### config.mk
export PLATFORM = sky130hd
export DESIGN_NAME = rice_bus_arbiter
export DESIGN_NICKNAME = d
export VERILOG_FILES = /design/src/rtl/rice_bus_arbiter.sv
export SDC_FILE = /design/constraint.sdc
export NUM_CORES = 1
export LEC_CHECK = 0
export BUFFER_PORTS_ARGS = -buffer_cell sky130_fd_sc_hd__buf_2
export CORE_AREA = 2 2 112 114
export CTS_BUF_LIST = sky130_fd_sc_hd__clkbuf_8 sky130_fd_sc_hd__clkbuf_16
export CTS_CLUSTER_DIAMETER = 50
export CTS_CLUSTER_SIZE = 8
export DETAILED_ROUTE_END_ITERATION = 10
export DIE_AREA = 0 0 114 116
export PLACE_DENSITY_LB_ADDON = 0.12
export RECOVER_POWER = 25
export SLEW_MARGIN = 5
export SYNTH_ARGS = -nofsm -noshare
export SYNTH_HDL_FRONTEND = slang
export SYNTH_SLANG_ARGS = --single-unit
### constraint.sdc
create_clock -name i_clk -period 2 [get_ports i_clk]
set_input_delay 0.1 -clock i_clk [delete_from_list [all_inputs] [get_ports i_clk]]
set_output_delay 0.1 -clock i_clk [all_outputs]
set_load 0.01 [all_outputs]
### src/rtl/rice_bus_arbiter.sv
// Round-robin bus arbiter: N request channels share one master port.
// Responses are steered back to channels in acceptance order.
//
// Ports:
//   i_clk, i_rst_n          clock, synchronous active-low reset
//   i_enable                permits new (unlocked) grants
//   i_request_valid/o_request_ready, i_address/i_write/i_write_data/i_strobe
//                           per-channel request handshake and payload
//   o_response_valid/i_response_ready, o_read_data, o_error
//                           per-channel response handshake, shared data
//   o_m_request_*/i_m_request_ready   master request port
//   i_m_response_*/o_m_response_ready master response port
//   o_outstanding           accepted requests awaiting response
//   o_protocol_error        sticky: response arrived with nothing pending
module rice_bus_arbiter #(
  parameter int CHANNELS        = 2,
  parameter int ADDRESS_WIDTH   = 32,
  parameter int DATA_WIDTH      = 32,
  parameter int MAX_OUTSTANDING = 2,
  localparam int SW = DATA_WIDTH / 8,
  localparam int IW = (CHANNELS > 1) ? $clog2(CHANNELS) : 1,
  localparam int OW = $clog2(MAX_OUTSTANDING + 1),
  localparam int PW = (MAX_OUTSTANDING > 1) ? $clog2(MAX_OUTSTANDING) : 1
) (
  input  logic                                    i_clk,
  input  logic                                    i_rst_n,
  input  logic                                    i_enable,
  input  logic [CHANNELS-1:0]                     i_request_valid,
  output logic [CHANNELS-1:0]                     o_request_ready,
  input  logic [CHANNELS-1:0][ADDRESS_WIDTH-1:0]  i_address,
  input  logic [CHANNELS-1:0]                     i_write,
  input  logic [CHANNELS-1:0][DATA_WIDTH-1:0]     i_write_data,
  input  logic [CHANNELS-1:0][SW-1:0]             i_strobe,
  output logic [CHANNELS-1:0]                     o_response_valid,
  input  logic [CHANNELS-1:0]                     i_response_ready,
  output logic [DATA_WIDTH-1:0]                   o_read_data,
  output logic                                    o_error,
  output logic                                    o_m_request_valid,
  input  logic                                    i_m_request_ready,
  output logic [ADDRESS_WIDTH-1:0]                o_m_address,
  output logic                                    o_m_write,
  output logic [DATA_WIDTH-1:0]                   o_m_write_data,
  output logic [SW-1:0]                           o_m_strobe,
  input  logic                                    i_m_response_valid,
  output logic                                    o_m_response_ready,
  input  logic [DATA_WIDTH-1:0]                   i_m_read_data,
  input  logic                                    i_m_error,
  output logic [OW-1:0]                           o_outstanding,
  output logic                                    o_protocol_error
);

  logic [IW-1:0] ptr_q, ptr_d;
  logic          lock_q, lock_d;
  logic [IW-1:0] lock_idx_q, lock_idx_d;
  logic [IW-1:0] fifo_q [MAX_OUTSTANDING];
  logic [PW-1:0] wr_q, wr_d;
  logic [PW-1:0] rd_q, rd_d;
  logic [OW-1:0] cnt_q, cnt_d;
  logic          perr_q, perr_d;

  logic [IW-1:0] rr_idx;
  logic          rr_hit;
  logic [IW-1:0] gnt;
  logic [IW-1:0] head;
  logic          full, empty;
  logic          req_hs, rsp_hs;
  int            j;

  function automatic logic [PW-1:0] wrap_inc(input logic [PW-1:0] p);
    return (p == PW'(MAX_OUTSTANDING - 1)) ? '0 : p + 1'b1;
  endfunction

  assign empty = (cnt_q == '0);
  assign full  = (cnt_q == OW'(MAX_OUTSTANDING));
  assign head  = fifo_q[rd_q];

  // Descending scan so the smallest offset from the pointer wins.
  always_comb begin
    rr_idx = '0;
    rr_hit = 1'b0;
    j      = 0;
    for (int k = CHANNELS - 1; k >= 0; k--) begin
      j = int'(ptr_q) + k;
      if (j >= CHANNELS) j = j - CHANNELS;
      if (i_request_valid[IW'(j)]) begin
        rr_hit = 1'b1;
        rr_idx = IW'(j);
      end
    end
  end

  assign gnt = lock_q ? lock_idx_q : rr_idx;

  always_comb begin
    o_m_request_valid = 1'b0;
    if (i_rst_n) begin
      if (lock_q) o_m_request_valid = i_request_valid[gnt];
      else        o_m_request_valid = rr_hit && i_enable && !full;
    end
  end

  assign req_hs = o_m_request_valid && i_m_request_ready;

  always_comb begin
    o_request_ready = '0;
    if (o_m_request_valid) o_request_ready[gnt] = i_m_request_ready;
  end

  assign o_m_address    = i_address[gnt];
  assign o_m_write      = i_write[gnt];
  assign o_m_write_data = i_write_data[gnt];
  assign o_m_strobe     = i_strobe[gnt];

  // With nothing pending, stray responses are drained, not stalled.
  assign o_m_response_ready = empty ? 1'b1 : i_response_ready[head];
  assign rsp_hs = i_m_response_valid && o_m_response_ready && !empty;

  always_comb begin
    o_response_valid = '0;
    if (i_rst_n && !empty) o_response_valid[head] = i_m_response_valid;
  end

  assign o_read_data      = i_m_read_data;
  assign o_error          = i_m_error;
  assign o_outstanding    = cnt_q;
  assign o_protocol_error = perr_q;

  always_comb begin
    ptr_d      = ptr_q;
    lock_d     = lock_q;
    lock_idx_d = lock_idx_q;
    wr_d       = wr_q;
    rd_d       = rd_q;
    perr_d     = perr_q | (i_m_response_valid && empty);
    if (req_hs) begin
      lock_d = 1'b0;
      ptr_d  = (gnt == IW'(CHANNELS - 1)) ? '0 : gnt + 1'b1;
      wr_d   = wrap_inc(wr_q);
    end else if (o_m_request_valid) begin
      lock_d     = 1'b1;
      lock_idx_d = gnt;
    end
    if (rsp_hs) rd_d = wrap_inc(rd_q);
    unique case (1'b1)
      (req_hs && !rsp_hs): cnt_d = cnt_q + 1'b1;
      (rsp_hs && !req_hs): cnt_d = cnt_q - 1'b1;
      default:             cnt_d = cnt_q;
    endcase
  end

  always_ff @(posedge i_clk) begin
    if (!i_rst_n) begin
      ptr_q      <= '0;
      lock_q     <= 1'b0;
      lock_idx_q <= '0;
      wr_q       <= '0;
      rd_q       <= '0;
      cnt_q      <= '0;
      perr_q     <= 1'b0;
    end else begin
      ptr_q      <= ptr_d;
      lock_q     <= lock_d;
      lock_idx_q <= lock_idx_d;
      wr_q       <= wr_d;
      rd_q       <= rd_d;
      cnt_q      <= cnt_d;
      perr_q     <= perr_d;
    end
  end

  always_ff @(posedge i_clk) begin
    if (req_hs) fifo_q[wr_q] <= gnt;
  end

endmodule

; ---- Word level (Yosys, flattened, before mapping)
; Memories as Yosys holds them, arrays and structs flattened. A register that Yosys moved wholly into a read port is not among the register bits.
; Cells that the tools add are included.
[totals]
input_bits = 180
memories = 1
out_inout_bits = 111
reg_bits = 8
mem_bits_rw = 2
[memory_table]
columns = memory, depth, width, read_ports, rd_clocked_by_memory_dff, wr, line_no
row1 = fifo_q, 2, 1, 1, 1, 1, 55  ; logic [IW-1:0] fifo_q [MAX_OUTSTANDING];
[op_classes]
add_sub_neg = 8
n_eq_ne = 1
n_mux = 40
n_bitwise = 5
order_cmp = 8
n_reduce_logical = 19
[ops]
columns = op, count
row1 = $mux 32, 4
row2 = $mux 1, 29
row3 = $logic_and 1x1->1, 11
row4 = $mux 4, 2
row5 = $lt 1x3->1 const B, 2
row6 = $and 2x2->2, 2
row7 = $logic_not 1->1, 4
row8 = $lt 1x2->1 const B, 2
row9 = $mux 2, 2
row10 = $pmux 2 s2, 1
row11 = $add 1x1->1 const B, 3
row12 = $add 1x1->2 const B, 1
row13 = $add 2x1->2 const B, 1
row14 = $demux 1 s1, 2
row15 = $eq 2x2->1 const B, 1
row16 = $ge 1x1->1 const B, 2
row17 = $ge 1x2->1 const B, 1
row18 = $ge 2x2->1 const B, 1
row19 = $logic_not 2->1, 1
row20 = $not 1->1, 2
row21 = $reduce_and 2->1, 1
row22 = $reduce_bool 2->1, 1
row23 = $reduce_or 2->1, 1
row24 = $sub 1x1->1 const B, 2
row25 = other kinds (2), 2

; ---- Logic depth before layout (Yosys ltp)
[logic_depth]
ltp_word = 17
depth_mapped = 8
depth_no_buf = 7

; ---- Worst setup path before layout
; Ideal clock, no wire load.
[synth_path]
kind = register to register
from = register with a tool-made name
to = register cnt_q[1] (netlist: o_outstanding[1])
stages_incl_launch_ff = 6
t_arrival_ns = 1.817
slack_ns = 0.113
setup_time_ns = 0.070
n_path_buf = 0
synth_period_minus_slack_ns = 1.887
cell_sequence = dfxtp_1 mux2i_1 mux2i_1 ha_1 or3_1 a21oi_1
[synth_lines]
columns = item, line_no
row1 = "end signal, assigned", 166  ; cnt_q <= cnt_d;
row2 = "end, declared", 58  ; logic [OW-1:0] cnt_q, cnt_d;

; ---- Final worst setup path
[layout_path]
from = register lock_q
to = register cnt_q[1] (netlist: o_outstanding[1])
[layout_via]
elab_chain_cells = 9
word_cells_on_any_way = 11
[layout_lines]
columns = item, line_no
row1 = "start, declared", 53  ; logic lock_q, lock_d;
row2 = "start signal, assigned", 162  ; lock_q <= lock_d;
row3 = $mux 1, 92  ; assign gnt = lock_q ? lock_idx_q : rr_idx;
row4 = $mux 1 (implied by the code) (2 in a row), 97  ; if (lock_q) o_m_request_valid = i_request_valid[gnt];
row5 = $mux 1 (*), 97
row6 = $mux 1 (*), 96  ; if (i_rst_n) begin
row7 = $logic_and 1x1->1 (*), 102  ; assign req_hs = o_m_request_valid && i_m_request_ready;
row8 = $logic_not 1->1, 146  ; (rsp_hs && !req_hs): cnt_d = cnt_q - 1'b1;
row9 = $logic_and 1x1->1, 146
row10 = $pmux 2 s2 / $reduce_bool 2->1 (equally long branches), --
; Mark *: on every way between the ends. The rest lies on a longest branch, timed or not. The select of a mux whose other input is x is not followed.
; A chain may end at the register's enable or synchronous reset.

==> impl_metrics.json <==
{
  "wl_mm": 7.310,
  "io_pins": 291,
  "drt_iter0_markers": 59,
  "yosys.area.top_type": "mux2_4",
  "clkTransAtPathRegs_ns": 0.04,
  "grt_pass1_wl_mm": 9.618,
  "outcome": "completed",
  "yosys_register_bits": 11,
  "crit_type": "reg -> reg",
  "htree_num_levels": 1,
  "routed_via_density": 3.933,
  "yosys-top-cells-count": "mux2_4 (68), buf_4 (33), dfxtp_1 (9)",
  "vias": 2041,
  "grt_max_degree": 21,
  "final-instance-count-excl-fill": 519,
  "antenna_found_initial": 0,
  "nFillCells": 1321,
  "track_usage_pct": 9.254,
  "diodes": 0,
  "crit_path_end_kind": "flip-flop",
  "crit_path_start_kind": "flip-flop",
  "start_util_pct": 17.27,
  "die_width_um": 114,
  "clkLatencyLatePin_ns": 0.23,
  "synth_top_area_share_pct": 49.64,
  "ant_nets": 0,
  "yosysSeqAreaShare_pct": 11.68,
  "tightest_slew_ns": 0.3351,
  "ir_worst_vdd_mv": 0.2443,
  "syn_area_um2": 2057,
  "seqCellArea_um2": 240.2,
  "p_per_area_nw_per_um2": 374.7,
  "synth.most_common_cell": "mux2_4",
  "first_pass_iters": 5,
  "netlist_top_cells_area": "mux2_4 (50%), buf_4 (12%), dfxtp_1 (8.8%), buf_12 (6.8%), mux2i_1 (3.9%)",
  "syn_nets": 359,
  "dp_cells": 513,
  "wl_per_cell_um": 14.08,
  "synth_ff_type": "dfxtp_1",
  "period_needed_ns": 1.853,
  "ys_warn_count": 0,
  "max_cap_viol_count": 0,
  "clk_path_buf_depth": 2,
  "timing.final.max_slew_violations": 0,
  "finClkSkew_ns": 0.003449,
  "tns_ns": 0,
  "netlist_instances": 178,
  "dieArea_um2": 13220,
  "synth_edf_count": 2,
  "grt_pass1_vias": 1829,
  "avgSynthCellArea_um2": 11.56,
  "drive_gt1_share_pct": 83.33,
  "cts_tree": "built",
  "critPathMaxFanout": 10,
  "numCtsBuffers": 3,
  "drc": 0,
  "die_h_um": 116,
  "hpwl_mm": 6.420,
  "cp_data_arrival_time_ns": 2.02,
  "async_flop_share_pct": 0,
  "finalSetupViolations": 0,
  "row_count": 40,
  "multi_input_area_um2": 1394,
  "reg2reg_slack_ns": 0.15,
  "coreArea_um2": 11910,
  "clock_sinks": 11,
  "finalCritPeriodShare_pct": 92.64,
  "layout-area-overhead-vs-synth_pct": 53.35,
  "hold_path_class": "in -> reg",
  "nets": 554,
  "hold_buffers": 0,
  "grt-ovfl-total": 0,
  "finalPower_mw": 1.182,
  "port_buffers": 224,
  "rsz0062_at_grt": "true",
  "crit_required_ns": 2.17,
  "cts-root-buf": "clkbuf_16",
  "gp_congestion": 0.6883,
  "power.leakage_nw": 1.881,
  "fmax_ghz": 0.5397,
  "max_slew_margin_pct": 77.63,
  "synth_cell_types": 34,
  "finalHoldViolCount": 0
}
[cell families (layout without fill, tap and decap cells)]
| logic type | after synthesis | in the layout | synth area share, % |
|---|---|---|---|
| AOI/OAI and AO/OA | 15 | 15 | 5.171 |
| xor gates and xnor gates | 2 | 2 | 0.8517 |
| adders and majority gates | 1 | 1 | 0.6082 |
| buffers and inverters | 47 | 241 | 20.92 |
| DFF | 11 | 11 | 11.68 |
| muxes | 77 | 77 | 54.08 |
| and+or+nand+nor | 25 | 25 | 6.691 |
[critical path, cell delays in order, from the launching register on]
cell	delay (ns)
dfxtp_1	0.51
o21ba_2	0.25
nand3b_1	0.16
ha_1	0.34
or3_1	0.38
a21oi_1	0.14
[worst paths after layout]
| kind | from | to | depth (start not counted) |
|---|---|---|---|
| hold reg to reg | ptr_q$_SDFFE_PN0P_ | ptr_q$_SDFFE_PN0P_ | 2 |
| hold / removal | i_m_response_valid | o_protocol_error$_SDFF_PN0_ | 3 |
| setup reg to reg | lock_q$_SDFFE_PP0N_ | o_outstanding[1]$_SDFFE_PN0P_ | 5 |
| setup / recovery | lock_q$_SDFFE_PP0N_ | o_outstanding[1]$_SDFFE_PN0P_ | 5 |
[final cells by class]
cell class	instances	share of cell area, %
Clock buffer	3	2.380
Clock inverter	1	0.1190
Inverter	3	0.3570
Multi-Input combinational cell	120	44.19
Sequential cell	11	7.616
Tap cell	147	5.831
Timing Repair Buffer	234	39.51
[layer usage]
metal | share of wire, % | up-vias | GRT usage (%) | wire, um
li1 | - | 991 | - | -
met1 | 38 | 915 | 11.26 | 2784
met2 | 50 | 133 | 16.07 | 3688
met3 | 11 | 2 | 3.347 | 820
met4 | 0.22 | 0 | 1.301 | 16
met5 | 0 | - | 0 | 0
[through the flow]
stage / area (um^2) / worst slack [ns] / util [%] / hold WS, ns
floorplan: 2057 / 0.1129 / - / 0.2407
global placement: 3048 / 0.1138 / 25.59 / 0.2001
detailed placement: 3048 / 0.06590 / 25.59 / 0.2001
CTS: 3127 / 0.0001059 / 26.25 / 0.1533
global route: 3154 / -0.04611 / 26.48 / 0.1659
finish: 3154 / 0.1471 / 26.48 / 0.1503
[registers in the layout, indices dropped and copies added, names as in the netlist, named ones only]
register,cells
ptr_q,1
lock_q,1
fifo_q,2
lock_idx_q,1
o_protocol_error,1
wr_q,1
rd_q,1
o_outstanding,2
[cell usage in the layout, fill, tap and decap left out, types with 2 or more instances in the layout]
master     instances
a21oi_1            3
buf_12             4
buf_2            224
buf_4              6
clkbuf_16          3
dfxtp_1            9
edfxtp_1           2
inv_1              4
mux2_4            68
mux2i_1            8
nand2_1            6
nand2b_1           3
nor2_1             8
o211ai_1           4
o21ai_0            2
[report_power, final]
| group | total (mW) | switching [mW] | internal, mW | leakage, nW |
|---|---|---|---|---|
| Clock | 0.357 | 0.0949 | 0.262 | 0.0423 |
| Combinational | 0.582 | 0.230 | 0.353 | 1.75 |
| Sequential | 0.243 | 0.00648 | 0.236 | 0.0899 |
| Total | 1.18 | 0.331 | 0.851 | 1.88 |
[repair_timing]
action                                 CTS  global route
setup endpoints to repair               18            60
pin swaps                                1             1
endpoints found under the hold margin    0             0
gates resized for setup                  0             1
buffers inserted                         0             2
Power figures use the tool's default switching activity.
